==> src/rtl/fp_divider_seq.sv <==
// Sequential IEEE-754 single-precision divider (quotient = a / b).
// Restoring division producing one quotient bit per clock, then a single round-to-nearest-even step.
module fp_divider_seq (
    input  logic        clk,
    input  logic        rst,
    input  logic        start,
    input  logic [31:0] a,
    input  logic [31:0] b,
    output logic        busy,
    output logic        done,
    output logic [31:0] quotient,
    output logic        U,
    output logic        O,
    output logic        DZ
);
    localparam int unsigned QBITS = 27;

    typedef enum logic [1:0] {IDLE, DIVIDE, ROUND, DONE} state_t;
    state_t state, state_next;

    logic [23:0]       mb;
    logic [24:0]       rem;
    logic [26:0]       q;
    logic signed [9:0] exp_q;
    logic              sign;
    logic [4:0]        cnt;

    logic [7:0]  ea, eb;
    logic        a_zero, b_zero, a_inf, b_inf, a_nan, b_nan, s_in;
    logic        is_special, spec_dz;
    logic [31:0] spec_q;

    // Operand classification works on the live inputs; it only matters in the accept cycle.
    always_comb begin
        ea         = a[30:23];
        eb         = b[30:23];
        s_in       = a[31] ^ b[31];
        a_zero     = (ea == 8'h00);
        b_zero     = (eb == 8'h00);
        a_inf      = (ea == 8'hFF) && (a[22:0] == 23'h0);
        b_inf      = (eb == 8'hFF) && (b[22:0] == 23'h0);
        a_nan      = (ea == 8'hFF) && (a[22:0] != 23'h0);
        b_nan      = (eb == 8'hFF) && (b[22:0] != 23'h0);
        is_special = 1'b1;
        spec_dz    = 1'b0;
        spec_q     = '0;
        if (a_nan || b_nan || (a_zero && b_zero) || (a_inf && b_inf)) begin
            spec_q = 32'h7FC0_0000;
        end else if (a_inf) begin
            spec_q = {s_in, 8'hFF, 23'h0};
        end else if (b_inf) begin
            spec_q = {s_in, 31'h0};
        end else if (b_zero) begin
            spec_q  = {s_in, 8'hFF, 23'h0};
            spec_dz = 1'b1;
        end else if (a_zero) begin
            spec_q = {s_in, 31'h0};
        end else begin
            is_special = 1'b0;
        end
    end

    logic        qbit;
    logic [24:0] rem_step;

    always_comb begin
        qbit     = (rem >= {1'b0, mb});
        rem_step = qbit ? (rem - {1'b0, mb}) : rem;
    end

    logic [23:0]       m_n, m_r;
    logic [24:0]       m_sum;
    logic              g_bit, r_bit, s_bit, inc;
    logic signed [9:0] e_n, e_r;
    logic [31:0]       res;
    logic              res_u, res_o;

    always_comb begin
        if (q[26]) begin
            m_n   = q[26:3];
            g_bit = q[2];
            r_bit = q[1];
            s_bit = q[0] | (rem != '0);
            e_n   = exp_q;
        end else begin
            m_n   = q[25:2];
            g_bit = q[1];
            r_bit = q[0];
            s_bit = (rem != '0);
            e_n   = exp_q - 10'sd1;
        end
        inc   = g_bit & (r_bit | s_bit | m_n[0]);
        m_sum = {1'b0, m_n} + {24'h0, inc};
        if (m_sum[24]) begin
            m_r = 24'h80_0000;
            e_r = e_n + 10'sd1;
        end else begin
            m_r = m_sum[23:0];
            e_r = e_n;
        end
        res_u = 1'b0;
        res_o = 1'b0;
        if (e_r >= 10'sd255) begin
            res   = {sign, 8'hFF, 23'h0};
            res_o = 1'b1;
        end else if (e_r <= 10'sd0) begin
            res   = {sign, 31'h0};
            res_u = 1'b1;
        end else begin
            res = {sign, e_r[7:0], m_r[22:0]};
        end
    end

    always_comb begin
        state_next = state;
        busy       = 1'b0;
        done       = 1'b0;
        unique case (state)
            IDLE:    if (start) state_next = is_special ? DONE : DIVIDE;
            DIVIDE: begin
                busy = 1'b1;
                if (cnt == 5'd0) state_next = ROUND;
            end
            ROUND: begin
                busy       = 1'b1;
                state_next = DONE;
            end
            DONE: begin
                done       = 1'b1;
                state_next = IDLE;
            end
            default: state_next = IDLE;
        endcase
    end

    always_ff @(posedge clk) begin
        if (rst) state <= IDLE;
        else     state <= state_next;
    end

    always_ff @(posedge clk) begin
        if (rst) begin
            mb       <= '0;
            rem      <= '0;
            q        <= '0;
            exp_q    <= '0;
            sign     <= 1'b0;
            cnt      <= '0;
            quotient <= '0;
            U        <= 1'b0;
            O        <= 1'b0;
            DZ       <= 1'b0;
        end else begin
            unique case (state)
                IDLE: if (start) begin
                    mb    <= {1'b1, b[22:0]};
                    rem   <= {2'b01, a[22:0]};
                    q     <= '0;
                    exp_q <= $signed({2'b00, ea}) - $signed({2'b00, eb}) + 10'sd127;
                    sign  <= s_in;
                    cnt   <= 5'(QBITS - 1);
                    if (is_special) begin
                        quotient <= spec_q;
                        U        <= 1'b0;
                        O        <= 1'b0;
                        DZ       <= spec_dz;
                    end
                end
                DIVIDE: begin
                    q   <= {q[25:0], qbit};
                    rem <= {rem_step[23:0], 1'b0};
                    cnt <= cnt - 5'd1;
                end
                ROUND: begin
                    quotient <= res;
                    U        <= res_u;
                    O        <= res_o;
                    DZ       <= 1'b0;
                end
                default: ;
            endcase
        end
    end
endmodule

==> config.mk <==
export PLATFORM = sky130hd
export DESIGN_NAME = fp_divider_seq
export DESIGN_NICKNAME = d
export VERILOG_FILES = /design/src/rtl/fp_divider_seq.sv
export SDC_FILE = /design/constraint.sdc
export NUM_CORES = 1
export LEC_CHECK = 0
export CAP_MARGIN = 5
export CORE_ASPECT_RATIO = 1.25
export CORE_MARGIN = 2
export CORE_UTILIZATION = 55
export CTS_CLUSTER_DIAMETER = 150
export CTS_CLUSTER_SIZE = 8
export DETAILED_ROUTE_END_ITERATION = 8
export GPL_TIMING_DRIVEN = 0
export PLACE_DENSITY = 0.79
export SYNTH_ARGS = -nofsm -noshare
export SYNTH_HDL_FRONTEND = slang
export SYNTH_SLANG_ARGS = --single-unit
==> constraint.sdc <==
create_clock -name clk -period 5.1 [get_ports clk]
set_input_delay 1.02 -clock clk [delete_from_list [all_inputs] [get_ports clk]]
set_output_delay 1.02 -clock clk [all_outputs]
set_load 0.005 [all_outputs]
==> results of run 1 <==
kinds of logic after synthesis:
family                   count (synthesis)
AO/OA/AOI/OAI                          320
XOR/XNOR                                56
adder cells (fa/ha/maj)                 44
buffers and inverters                  141
flip-flops                             129
multiplexers                            23
AND/OR/NAND/NOR                        434
flip-flops by register name, summed over array words and instances (netlist names):
name	count
quotient	32
q	27
rem	25
mb	24
exp_q	10
cnt	5
state	2
DZ	1
O	1
U	1
sign	1
worst paths after layout:
path | depth (start not counted) | endpoint
min reg2reg | 2 | mb[11]
min | 2 | mb[11]
max | 19 | quotient[13]
max reg2reg | 19 | quotient[13]
stage by stage:
step	setup TNS [ns]	std cells
detailed placement	-8.76	1462
global route	0	1493
CTS	0	1491
global placement	-7.49	1462
finish	0	1493
floorplan	0	1147
placed cells by master (no fill, tap or decap), types with 6 or more instances in the layout:
| cell type | n |
|---|---|
| dfxtp_1 | 129 |
| a21o_1 | 10 |
| clkbuf_1 | 55 |
| o41ai_1 | 6 |
| nand4_1 | 11 |
| nand2_1 | 142 |
| nor2b_1 | 9 |
| and2_1 | 10 |
| xor2_1 | 24 |
| nor3_1 | 32 |
| clkdlybuf4s50_1 | 103 |
| a21boi_0 | 7 |
| o21a_1 | 6 |
| mux2i_1 | 20 |
| inv_1 | 65 |
| a22oi_1 | 33 |
| a32o_1 | 10 |
| nand3_1 | 26 |
| a211oi_1 | 30 |
| clkbuf_16 | 17 |
| o21ai_0 | 26 |
| a22o_1 | 20 |
| and3_1 | 10 |
| nand2b_1 | 12 |
| a21oi_1 | 89 |
| nor2_1 | 107 |
| nor4_1 | 28 |
| a31oi_1 | 10 |
| or2_2 | 6 |
| a31o_2 | 6 |
| ha_1 | 42 |
| o211ai_1 | 13 |
| a2111oi_0 | 8 |
| xnor2_1 | 30 |
| a311oi_1 | 13 |
| buf_2 | 9 |
| or3_1 | 10 |
layout make-up:
type                       instances  area (sq um)
multi-input combinational        877          5700
clock buffer                      19           453
tap                              212           265
fill                            1379          4910
inverter                          66           248
sequential                       129          2580
clock inverter                    11           163
buffer                            74           327
timing repair buffer             105          1050
worst max-delay path: stages, from the launching register on:
cell       delay [ns]
dfxtp_1          0.33
buf_6            0.17
buf_2            0.23
buf_2            0.43
buf_2            0.33
nand2_1          0.08
a21boi_0         0.18
ha_1             0.21
nand2_1          0.12
a2111oi_4        0.20
buf_4            0.20
nand2_2          0.13
nor3_1           0.41
o211ai_1         0.16
a22o_1           0.27
o41a_4           0.39
and3_4           0.18
buf_6            0.13
buf_6            0.14
a32o_1           0.21
report_power, final:
part / leakage [nW] / internal (W) / total (W) / switching, W
clock network: 0.296 / 0.000833 / 0.00130 / 0.000463
logic: 2.53 / 0.00125 / 0.00323 / 0.00198
registers: 1.05 / 0.00118 / 0.00133 / 0.000153
routing by layer:
metal | vias to the layer above | share of wire, %
met5 | - | 0
met4 | 0 | 5.9
met3 | 88 | 5.8
met2 | 352 | 48
met1 | 4326 | 41
li1 | 4427 | -
repair_timing:
item                       in CTS  in global routing
buffers inserted                0                  2
setup endpoints to repair      30                 23
pin swaps                       0                  1
resized for setup               1                  1
hold endpoints to repair        0                  0
==> flow_summary_export.csv, run 1 <==
group,metric,value,unit
logic_synthesis,synth_enable_flop_cells,0,
grt,use_met3,5.13,%
critical_path,crit_required,5.43,ns
logic_synthesis,yosys.cell_count.top_type,"nand2_1",
timing,clock_skew,0.00766,ns
logic_synthesis,synthArstFlopShare,0,%
logic_synthesis,syn_area_per_cell,7.72,sq um
grt,grt_busiest_layer,"met2",
clocking,cts_max_level,4,
drt,drcViolationCount,0,
clocking,clk_pin_slew,0.06,ns
critical_path,r2r_setup_slack,0.46,ns
layout,fin_nets,1381,
floorplan,initial_core_util,56.4,%
critical_path,crit_path_start_kind,"flop",
timing,worst_slack,0.462,ns
grt,grt-ovfl-total,0,
placement,dp_hpwl,20.8,mm
logic_synthesis,synth.yosys.seq_area_share,29.1,%
logic_synthesis,yosys.area.top_type_share,29.1,%
layout,final_core_util,68.7,%
timing,worst_pin_slew,1.16,ns
logic_synthesis,synth_top_family_by_area,"compound AO/OA/AOI/OAI gates",
drt,detail_route.wl_per_cell,18.7,um
timing,whs,0.458,ns
timing,finalSetupViolations,0,
logic_synthesis,synth_cell_types,77,
timing,timing.fmax,0.216,GHz
layout,drive_above_1_share,6.17,%
grt,grt_max_degree,20,
clocking,clk_latency,0.43,ns
logic_synthesis,synth_top_area_cell,"dfxtp_1",
critical_path,cp_max_fo,19,
timing,rsz0062_at_grt,"false",
logic_synthesis,ys_ff_latch,129,
critical_path,worst_setup_path_end_kind,"flop",
floorplan,rows,51,
clocking,clock-sinks,129,
logic_synthesis,synth_commonest_cells,"142 x nand2_1, 129 x dfxtp_1, 108 x nor2_1",
clocking,cts_hold_buffers,0,
drt,drt-initial-drc-count,753,
timing,max-slew-margin-rel,22.2,%
logic_synthesis,syn-num-nets,1258,
placement,routabilityCongestion,0.980,
power,power.leakage,3.87,nW
logic_synthesis,synth_area_leaders,"dfxtp_1 29%, nand2_1 6.0%, ha_1 5.9%",
drt,wl,27.9,mm
critical_path,critPathLaunch,"q[26]",
run,drv_cap,0,
logic_synthesis,yosys_warnings,0,
placement,dp_worst_setup_slack,-0.393,ns
critical_path,r2r-start,"q[26]",
grt,antenna_found_initial,0,
drt,vias,9193,
timing,fin_crit_sh,90.9,%
drt,dr.pass1.iters,8,
logic_synthesis,syn_area,8860,sq um
grt,grtUsageTotal,32.1,%
grt,grtUsageMet1,37.3,%
timing,finalCriticalPeriod,4.64,ns
floorplan,fp.dieArea,17100,sq um
timing,timing.final.hold_violations,0,
floorplan,fp.coreArea,15700,sq um
timing,drv_slew,0,
grt,grt_pass1_wl,44.4,mm
placement,port_buffers,103,
drt,viasPerCell,6.16,
clocking,ctsLongestPathBuffers,2,
layout,design_area,10800,sq um
logic_synthesis,synth_ff_type,"dfxtp_1",
floorplan,io_pins,104,
logic_synthesis,synth-adder-area-share,6.38,%
logic_synthesis,syn_inst,1147,
clocking,cts_buffers,17,
power,power,0.00586,W
layout,areaGrowthSynthToFinish,21.7,%
clocking,cts_tree,"yes",
critical_path,critical_path_class,"reg -> reg",
logic_synthesis,synth-compound-area-share,25.6,%
floorplan,fp.dieW,118,um
grt,met2_usage,55.0,%
floorplan,dieHeight,146,um
grt,grt_pass1_vias,8770,
clocking,clock-root-buffer,"clkbuf_16",
critical_path,cp.arrival,4.96,ns
power,vdd.ir_drop.worst,0.313,mV
placement,place_area,10200,sq um
run_status,outcome,"finished, final reports clean",
drt,antenna_left,0,
min_path,hold_class,"reg -> reg",
min_path,min-delay-start,"mb[11]",
logic_synthesis,synth_xor_area_share,5.78,%
logic_synthesis,synthMuxAreaShare,2.64,%
layout,antenna_cells,0,
power,cellPowerDensity,543,nW/um^2
logic_synthesis,synthSimpleGateAreaFrac,24.0,%
No activity file was read; power rests on OpenSTA's default activity.
==> run 2, diff against run 1 <==
--- a/config.mk
+++ b/config.mk
@@ -5,7 +5,7 @@
 export SDC_FILE = /design/constraint.sdc
 export NUM_CORES = 1
 export LEC_CHECK = 0
-export CAP_MARGIN = 5
+export CAP_MARGIN = 25
 export CORE_ASPECT_RATIO = 1.25
 export CORE_MARGIN = 2
 export CORE_UTILIZATION = 55
==> run 2 against run 1 <==
  * Maximum frequency up 0.35%
  * Hold slack barely moved
  * Register-to-register slack better by 0.02 ns
  * Non-clock buffer count up 1
  * Critical endpoint unchanged
  * Largest cell class unchanged
  * Highest routed layer unchanged
==> flow_summary_export.csv, run 2 (synthesized netlist as in run 1, its figures left out) <==
group,metric,value,unit
critical_path,cp_max_fo,19,
clocking,clk_pin_slew,0.06,ns
power,vdd.ir_drop.worst,0.312,mV
timing,fin_tns_setup,0,ns
critical_path,crit_path_start_kind,"flop",
timing,clock_skew,0.0103,ns
layout,fin_nets,1382,
drt,dr.pass1.iters,6,
power,switching_share,44.5,%
timing,finalCriticalPeriod,4.62,ns
clocking,clk_latency,0.43,ns
timing,timing.fmax,0.216,GHz
run,drv_cap,0,
critical_path,crit_required,5.43,ns
placement,routabilityCongestion,0.980,
critical_path,r2r_cells,19,
min_path,hold_class,"reg -> reg",
power,power.leakage,3.88,nW
layout,areaGrowthSynthToFinish,21.8,%
layout,layout_common_cells,"142 x nand2_1, 129 x dfxtp_1, 107 x nor2_1, 103 x clkdlybuf4s50_1, 89 x a21oi_1",
power,power,0.00589,W
layout,drive_above_1_share,6.24,%
grt,grt_pass1_wl,44.4,mm
timing,fin_crit_sh,90.6,%
critical_path,reg2reg_to,"quotient[13]",
critical_path,worst_setup_path_end_kind,"flop",
clocking,clock-root-buffer,"clkbuf_16",
placement,place_area,10200,sq um
timing,worst_pin_slew,0.991,ns
critical_path,critPathLaunch,"q[26]",
critical_path,cp.arrival,4.95,ns
timing,max-slew-margin-rel,33.9,%
layout,largest_reg_flops,32,
grt,grt_max_degree,20,
drt,antenna_left,0,
power,combinationalPowerShare,55.4,%
drt,drt-initial-drc-count,716,
timing,drv_slew,0,
timing,finalSetupViolations,0,
timing,timing.final.hold_violations,0,
layout,antenna_cells,0,
clocking,cts_buffers,17,
clocking,cts_tree,"yes",
floorplan,initial_core_util,56.4,%
floorplan,rows,51,
floorplan,dieHeight,146,um
min_path,hold-path-cell-count,2,
floorplan,io_pins,104,
layout,top_regs,"quotient: 32 flops, q: 27 flops, rem: 25 flops",
critical_path,r2r-start,"q[26]",
run_status,outcome,"finished, final reports clean",
layout,design_area,10800,sq um
critical_path,r2r_setup_slack,0.48,ns
placement,dp_hpwl,20.8,mm
timing,rsz0062_at_grt,"false",
grt,grtUsageTotal,32.1,%
power,p_int,0.00327,W
power,p_sw,0.00262,W
critical_path,cp-endpoint,"quotient[13]",
clocking,ctsLongestPathBuffers,2,
power,cellPowerDensity,546,nW/um^2
layout,final_common_cell,"nand2_1",
critical_path,critical_path_class,"reg -> reg",
grt,grt-ovfl-total,0,
drt,detail_route.wl_per_cell,18.8,um
floorplan,fp.dieArea,17100,sq um
drt,drcViolationCount,0,
grt,antenna_found_initial,0,
clocking,cts_max_level,4,
floorplan,fp.dieW,118,um
drt,vias,9238,
clocking,clock-sinks,129,
clocking,cts_hold_buffers,0,
placement,port_buffers,103,
drt,viasPerCell,6.18,
floorplan,fp.coreArea,15700,sq um
layout,regMostFlops,"quotient",
power,clkPwrFrac,22.0,%
power,seq_power_share,22.7,%
grt,grt_pass1_vias,8770,
drt,wl,28.0,mm
layout,final_core_util,68.8,%
run 2: cell types whose count changed in the layout (fill, tap and decap cells not counted):
| cell | before | now |
|---|---|---|
| buf_4 | 2 | 3 |
run 2: repair_timing:
action,in CTS,in global routing
pin swaps,0,1
setup buffers,0,2
gates resized for setup,1,1
setup endpoints to repair,30,23
run 2: layout make-up:
cell class	instances	area, sq um
Buffer	74	327
Clock buffer	19	453
Clock inverter	11	163
Fill cell	1381	4900
Inverter	66	248
Multi-Input combinational cell	877	5700
Sequential cell	129	2580
Tap cell	212	265
Timing Repair Buffer	106	1050
run 2: how the worst min path moves through the flow:
stage,start,endpoint
6_report,mb[11],mb[11]
5_1_grt,mb[21],mb[21]
4_1_cts,mb[16],mb[16]
3_5_place_dp,mb[16],mb[16]
3_3_place_gp,mb[16],mb[16]
2_1_floorplan,mb[10],mb[10]
run 2: worst max-delay path, cell delays in order, from the launching register on:
cell,delay (ns)
dfxtp_1,0.33
buf_6,0.17
buf_2,0.23
buf_2,0.44
buf_2,0.34
nand2_1,0.08
a21boi_0,0.18
ha_1,0.21
nand2_1,0.12
a2111oi_4,0.20
buf_4,0.20
nand2_2,0.13
nor3_1,0.40
o211ai_1,0.15
a22o_1,0.26
o41a_4,0.39
and3_4,0.18
buf_6,0.13
buf_6,0.14
a32o_1,0.21
run 2: routing by layer:
metal / vias up / track usage (%) / part of all wire (%)
met1: 4331 / 37.3 / 41
met3: 92 / 5.13 / 6.0
li1: 4429 / - / -
met4: 0 / 20.4 / 5.8
met5: - / 0 / 0
met2: 386 / 55.0 / 48
run 2: power by group through the flow:
stage          clock, W  sequential (W)  combinational, W
2_1_floorplan         0         0.00130           0.00233
3_3_place_gp          0         0.00134           0.00310
3_5_place_dp          0         0.00135           0.00314
4_1_cts         0.00130         0.00133           0.00318
5_1_grt         0.00134         0.00135           0.00354
6_report        0.00129         0.00133           0.00326
run 2: per-stage QoR:
| stage | setup slack, ns | hold WS, ns | instances |
|---|---|---|---|
| 2_1_floorplan | 0.848 | 0.436 | 1147 |
| 3_5_place_dp | -0.393 | 0.449 | 1462 |
| 3_3_place_gp | -0.358 | 0.443 | 1462 |
| 4_1_cts | 0.145 | 0.456 | 1491 |
| 6_report | 0.478 | 0.458 | 1494 |
| 5_1_grt | 0.241 | 0.469 | 1494 |
